File: src/rtl/dl_write_buffer.sv
// dl_write_buffer: queues HPS ioctl download words and replays them one
// at a time to the SDRAM mux, paced by the controller's idle/busy line.
// Ports:
//   CLK, RESET      clock, async active-high reset
//   IOCTL_DOWNLOAD  HPS download in progress
//   IOCTL_WR/ADDR/DOUT  write strobe, byte address, word from hps_io
//   IOCTL_WAIT      throttles the HPS when the queue is nearly full
//   DL_EN/WR/ADDR/DATA  download port of the SDRAM mux
//   SDRAM_READY     controller idle (1) / busy (0)
//   OVERFLOW        sticky: write dropped on a full queue
//   TIMEOUT_ERR     sticky: controller never went busy after a write
`timescale 1ns/1ps
module dl_write_buffer #(
  parameter int unsigned DEPTH       = 4,
  parameter logic [26:0] ADDR_OFFSET = 27'h0,
  parameter int unsigned TIMEOUT     = 255
) (
  input  logic        CLK,
  input  logic        RESET,
  input  logic        IOCTL_DOWNLOAD,
  input  logic        IOCTL_WR,
  input  logic [26:0] IOCTL_ADDR,
  input  logic [15:0] IOCTL_DOUT,
  output logic        IOCTL_WAIT,
  output logic        DL_EN,
  output logic        DL_WR,
  output logic [26:0] DL_ADDR,
  output logic [15:0] DL_DATA,
  input  logic        SDRAM_READY,
  output logic        OVERFLOW,
  output logic        TIMEOUT_ERR
);

  localparam int unsigned PW = $clog2(DEPTH);
  localparam int unsigned CW = PW + 1;
  localparam int unsigned WW = $clog2(TIMEOUT + 1);

  localparam logic [CW-1:0] FULL   = CW'(DEPTH);
  localparam logic [CW-1:0] HWM    = CW'(DEPTH - 1);
  localparam logic [WW-1:0] WD_MAX = WW'(TIMEOUT);
  localparam logic [26:0]   EVEN   = 27'h7FFFFFE;

  typedef enum logic [1:0] {
    IDLE,
    ISSUE,
    WAIT_BUSY,
    WAIT_DONE
  } state_t;

  typedef struct packed {
    logic [26:0] addr;
    logic [15:0] data;
  } entry_t;

  entry_t        mem [DEPTH];
  entry_t        head;
  logic [PW-1:0] wr_ptr;
  logic [PW-1:0] rd_ptr;
  logic [CW-1:0] count;
  logic [CW-1:0] count_nx;
  state_t        state;
  state_t        state_nx;
  logic [WW-1:0] wdog;
  logic          push;
  logic          pop;
  logic          wd_run;
  logic          wd_fire;
  logic          dl_q;
  logic          dl_rise;
  logic          drop;
  logic [26:0]   head_addr;

  logic          wait_r;
  logic          en_r;
  logic [26:0]   addr_r;
  logic [15:0]   data_r;
  logic          ovf_r;
  logic          tmo_r;

  assign push    = IOCTL_WR && (count < FULL);
  assign drop    = IOCTL_WR && (count == FULL);
  assign dl_rise = IOCTL_DOWNLOAD && !dl_q;
  assign head    = mem[rd_ptr];

  // Bit 0 is dropped before and after the offset so the
  // issued address is always word aligned; carry out wraps.
  assign head_addr = ((head.addr & EVEN) + ADDR_OFFSET) & EVEN;

  always_comb begin
    count_nx = count;
    unique case ({push, pop})
      2'b10:   count_nx = count + CW'(1);
      2'b01:   count_nx = count - CW'(1);
      default: count_nx = count;
    endcase
  end

  always_comb begin
    state_nx = state;
    pop      = 1'b0;
    wd_run   = 1'b0;
    wd_fire  = 1'b0;
    unique case (state)
      IDLE: begin
        if (count != '0 && SDRAM_READY) begin
          pop      = 1'b1;
          state_nx = ISSUE;
        end
      end
      ISSUE: begin
        state_nx = WAIT_BUSY;
      end
      WAIT_BUSY: begin
        if (!SDRAM_READY) begin
          state_nx = WAIT_DONE;
        end else if (wdog == WD_MAX) begin
          // Controller never acknowledged: abandon the word.
          wd_fire  = 1'b1;
          state_nx = IDLE;
        end else begin
          wd_run = 1'b1;
        end
      end
      WAIT_DONE: begin
        if (SDRAM_READY) begin
          state_nx = IDLE;
        end
      end
      default: begin
        state_nx = IDLE;
      end
    endcase
  end

  always_ff @(posedge CLK) begin
    if (push) begin
      mem[wr_ptr] <= '{addr: IOCTL_ADDR, data: IOCTL_DOUT};
    end
  end

  always_ff @(posedge CLK or posedge RESET) begin
    if (RESET) begin
      state  <= IDLE;
      count  <= '0;
      wr_ptr <= '0;
      rd_ptr <= '0;
      wdog   <= '0;
      dl_q   <= 1'b0;
      wait_r <= 1'b0;
      en_r   <= 1'b0;
      addr_r <= '0;
      data_r <= '0;
      ovf_r  <= 1'b0;
      tmo_r  <= 1'b0;
    end else begin
      state <= state_nx;
      count <= count_nx;
      dl_q  <= IOCTL_DOWNLOAD;
      if (push) begin
        wr_ptr <= wr_ptr + PW'(1);
      end
      if (pop) begin
        rd_ptr <= rd_ptr + PW'(1);
        addr_r <= head_addr;
        data_r <= head.data;
      end
      wdog   <= wd_run ? wdog + WW'(1) : '0;
      wait_r <= (count_nx >= HWM);
      // Stay enabled while anything is queued or in flight so
      // the tail of a download drains after IOCTL_DOWNLOAD falls.
      en_r <= IOCTL_DOWNLOAD
            | (count_nx != '0)
            | (state_nx != IDLE);
      if (dl_rise) begin
        ovf_r <= 1'b0;
        tmo_r <= 1'b0;
      end
      if (drop) begin
        ovf_r <= 1'b1;
      end
      if (wd_fire) begin
        tmo_r <= 1'b1;
      end
    end
  end

  assign IOCTL_WAIT  = wait_r;
  assign DL_EN       = en_r;
  assign DL_WR       = (state == ISSUE);
  assign DL_ADDR     = addr_r;
  assign DL_DATA     = data_r;
  assign OVERFLOW    = ovf_r;
  assign TIMEOUT_ERR = tmo_r;

endmodule
File: config.mk
export PLATFORM = sky130hd
export DESIGN_NAME = dl_write_buffer
export DESIGN_NICKNAME = d
export VERILOG_FILES = /design/src/rtl/dl_write_buffer.sv
export SDC_FILE = /design/constraint.sdc
export NUM_CORES = 1
export LEC_CHECK = 0
export ABC_AREA = 1
export CAP_MARGIN = 10
export CORE_MARGIN = 3
export CORE_UTILIZATION = 35
export CTS_CLUSTER_DIAMETER = 30
export CTS_CLUSTER_SIZE = 10
export DETAILED_ROUTE_END_ITERATION = 10
export SYNTH_ARGS = -nofsm -noshare
export SYNTH_HDL_FRONTEND = slang
export SYNTH_SLANG_ARGS = --single-unit
export TNS_END_PERCENT = 5
File: constraint.sdc
create_clock -name CLK -period 4 [get_ports CLK]
set_input_delay 1 -clock CLK [delete_from_list [all_inputs] [get_ports CLK]]
set_output_delay 1 -clock CLK [all_outputs]
set_load 0.01 [all_outputs]
==> flow_summary_export.csv <==
group,metric,value,unit
floorplan,ios,96,
critical_path,path_delay_family,"buffers and inverters",
power,ir_drop,410.4,uV
global_routing,grt_use_total,13.84,%
critical_path,slowest_delay,0.54,ns
routing,routedWlPerCell,15.11,um
routing,vias,5778,
timing,slew_headroom,34.22,%
power,swShare,29.55,%
synth,avgSynthCellArea,11.88,um^2
cells_and_area,fin_nets,939,
clock_network,cts.sinks,232,
synth,synthTopCellsByCount,"168 x edfxtp_1, 154 x nand2_1, 146 x nor2_1",
critical_path,path_class,"flip-flop to primary output",
floorplan,core,25250,um^2
power,pwr-share-comb,23.3,%
timing,fin_skew,0.01369,ns
clock_network,clk_latency,0.53,ns
power,p_clk_share,43.0,%
timing,worst_slew_pin_slew,0.9867,ns
power,switchingPower,2936,uW
clock_network,root_buffer,"clkbuf_16",
timing,fmax,389.3,MHz
floorplan,die_w,166.7,um
synth,syn_inst,761,
global_routing,grt_pass1_vias,6038,
status,run_status,"complete, no violations",
clock_network,path_clk_slew,0.04,ns
timing,min_period,2.568,ns
timing,fin_tns_setup,0,ns
power,p_leak,0.004671,uW
synth,netlist_area,9040,um^2
clock_network,postCtsSetupRepairBufs,0,
power,p_int,6999,uW
global_routing,grt_max_degree,87,
clock_network,cts_buffers,50,
place,place_congestion,0.7224,
timing,fin_ws,1.432,ns
critical_path,worstPathCellList,"nor2_1, clkdlybuf4s50_1",
synth,async_flop_share,27.59,%
routing,drt_iter0_drc,317,
clock_network,tritoncts,"yes",
routing,first_pass_iters,4,
timing,maxSlewViolCount,0,
synth,synth_edf_count,168,
floorplan,die_y,166.7,um
synth,seq_area_frac_synth,73.52,%
synth,synth_nets,816,
routing,drc,0,
critical_path,start_kind,"flip-flop",
synth,yosys.area.top_type_share,55.81,%
run,drv_cap,0,
power,seqPwrFrac,33.6,%
synth,ys_ff_latch,232,
global_routing,grt-ovfl-total,0,
synth,yosysMostFrequentCell,"edfxtp_1",
place,port_buffers,93,
clock_network,clk_path_buf_depth,3,
global_routing,antenna_found_initial,0,
floorplan,dieArea,27790,um^2
synth,synth_ff_type,"edfxtp_1",
critical_path,critPathCaptureType,"primary output",
cells_and_area,area_growth,33.58,%
clock_network,htreeDepth,2,
cells_and_area,drive_gt1_share,12.65,%
clock_network,cts_hold_buf,0,
routing,antenna_left,0,
critical_path,worstPathRequired,3.00,ns
floorplan,start_util,35.80,%
synth,ys_types,28,
place,preCtsSetupSlack,0.9537,ns
critical_path,worst_path_max_delay_cell,"clkdlybuf4s50_1",
routing,viasPerCell,4.604,
critical_path,cp.arrival,1.57,ns
timing,period_share,64.21,%
global_routing,grt_pass1_wl,30.99,mm
synth,yosysWarnings,0,
routing,wl,18.96,mm
synth,synthTopCellsByArea,"edfxtp_1 56%, dfrtp_1 18%, nand2_1 6.4%",
timing,setup_violations,0,
timing,rsz0062_at_grt,"no",
min_path,hold_path_class,"flip-flop to flip-flop",
critical_path,path_buf_inv,1,
place,dp_hpwl,10.28,mm
clock_network,cts-resized-gates,0,
timing,final_hold_viol_count,0,
critical_path,cp_max_fo,4,
cells_and_area,fillCellCount,2267,
power,power_density,822.8,nW/um^2
synth,synth.largest_area_cell,"edfxtp_1",
power,total_power,9935,uW
cells_and_area,diodes,0,
floorplan,rows,58,
-- per-layer routing --
| layer | global-route usage (%) | vias up | part of all wire (%) |
|---|---|---|---|
| li1 | - | 2854 | - |
| met1 | 17.40 | 2740 | 45 |
| met2 | 23.03 | 140 | 47 |
| met3 | 4.011 | 44 | 5.4 |
| met4 | 4.806 | 0 | 2.5 |
| met5 | 0 | - | 0 |
-- worst register-to-register path, delay by kind of cell, from the launching register on --
family        cells  cell delay (ns)
simple gates      8             0.67
fa+ha+maj         2             0.63
buf+inv           3             0.19
flops             1             0.38
-- cell usage in the layout (no fill, tap or decap), drive strengths merged --
cell type / count
inv: 38
ha: 6
nand4: 3
nor2: 147
xor2: 1
nand3: 7
clkinv: 12
clkbuf: 54
buf: 15
nor3: 5
nand2: 155
a21oi: 3
clkdlybuf4s50: 93
conb: 1
o21ai: 130
fa: 1
clkinvlp: 11
bufinv: 9
dfrtp: 64
edfxtp: 168
xnor2: 1
o31ai: 1
-- area by class of cell --
cell class / count / area [um^2] / share of cell area [%]
well taps: 330 / 412.9 / 3.419
clock buffers: 54 / 1297 / 10.74
multi-input cells: 461 / 2042 / 16.91
flip-flops and latches: 232 / 6650 / 55.07
inverters: 31 / 125.1 / 1.036
repair buffers: 108 / 1056 / 8.745
clock inverters: 39 / 491.7 / 4.072
-- state kept, by name, summed over array words and instances (netlist names) --
| signal | count |
|---|---|
| wr_ptr | 2 |
| wdog | 8 |
| OVERFLOW | 1 |
| TIMEOUT_ERR | 1 |
| rd_ptr | 2 |
| DL_EN | 1 |
| mem | 168 |
| count | 3 |
| state | 2 |
| IOCTL_WAIT | 1 |
| DL_DATA | 16 |
| dl_q | 1 |
| DL_ADDR | 26 |
-- path summary, 6_finish.rpt --
kind	startpoint	endpoint	slack, ns	depth (start not counted)
min	state[0]	TIMEOUT_ERR	0.47	1
max in group asynchronous	RESET	DL_ADDR[4]	2.39	3
min reg2reg	state[0]	TIMEOUT_ERR	0.47	1
max	state[1]	DL_WR	1.43	2
min in group asynchronous	RESET	DL_ADDR[11]	0.86	2
max reg2reg	state[0]	DL_EN	2.00	13
-- power groups by stage --
stage | logic [uW] | registers, uW | clock network (uW)
after floorplan | 1430 | 3460 | 0
after global placement | 2330 | 3370 | 0
after detailed placement | 2360 | 3380 | 0
after CTS | 2380 | 3340 | 4360
after global routing | 2640 | 3390 | 4500
final | 2320 | 3340 | 4280
-- cells by family (layout without fill, tap and decap cells) --
logic type	after synthesis	count (layout)	synth area share [%]
flops	232	232	73.52
compound gates	134	134	7.446
xor+xnor	2	2	0.1938
other cells	1	1	0.04148
buf+inv	68	232	4.222
fa+ha+maj	7	7	1.052
simple gates	317	317	13.52
-- through the flow --
stage          hold WS, ns  utilization [%]  area (um^2)  cells
2_1_floorplan       0.4329                -         9040    761
3_3_place_gp        0.4524            40.73        10290   1162
3_5_place_dp        0.4573            40.73        10290   1162
4_1_cts             0.4680            47.82        12080   1255
5_1_grt             0.4863            47.82        12080   1255
6_report            0.4671            47.82        12080   1255
No activity file was read; power rests on OpenSTA's default activity.
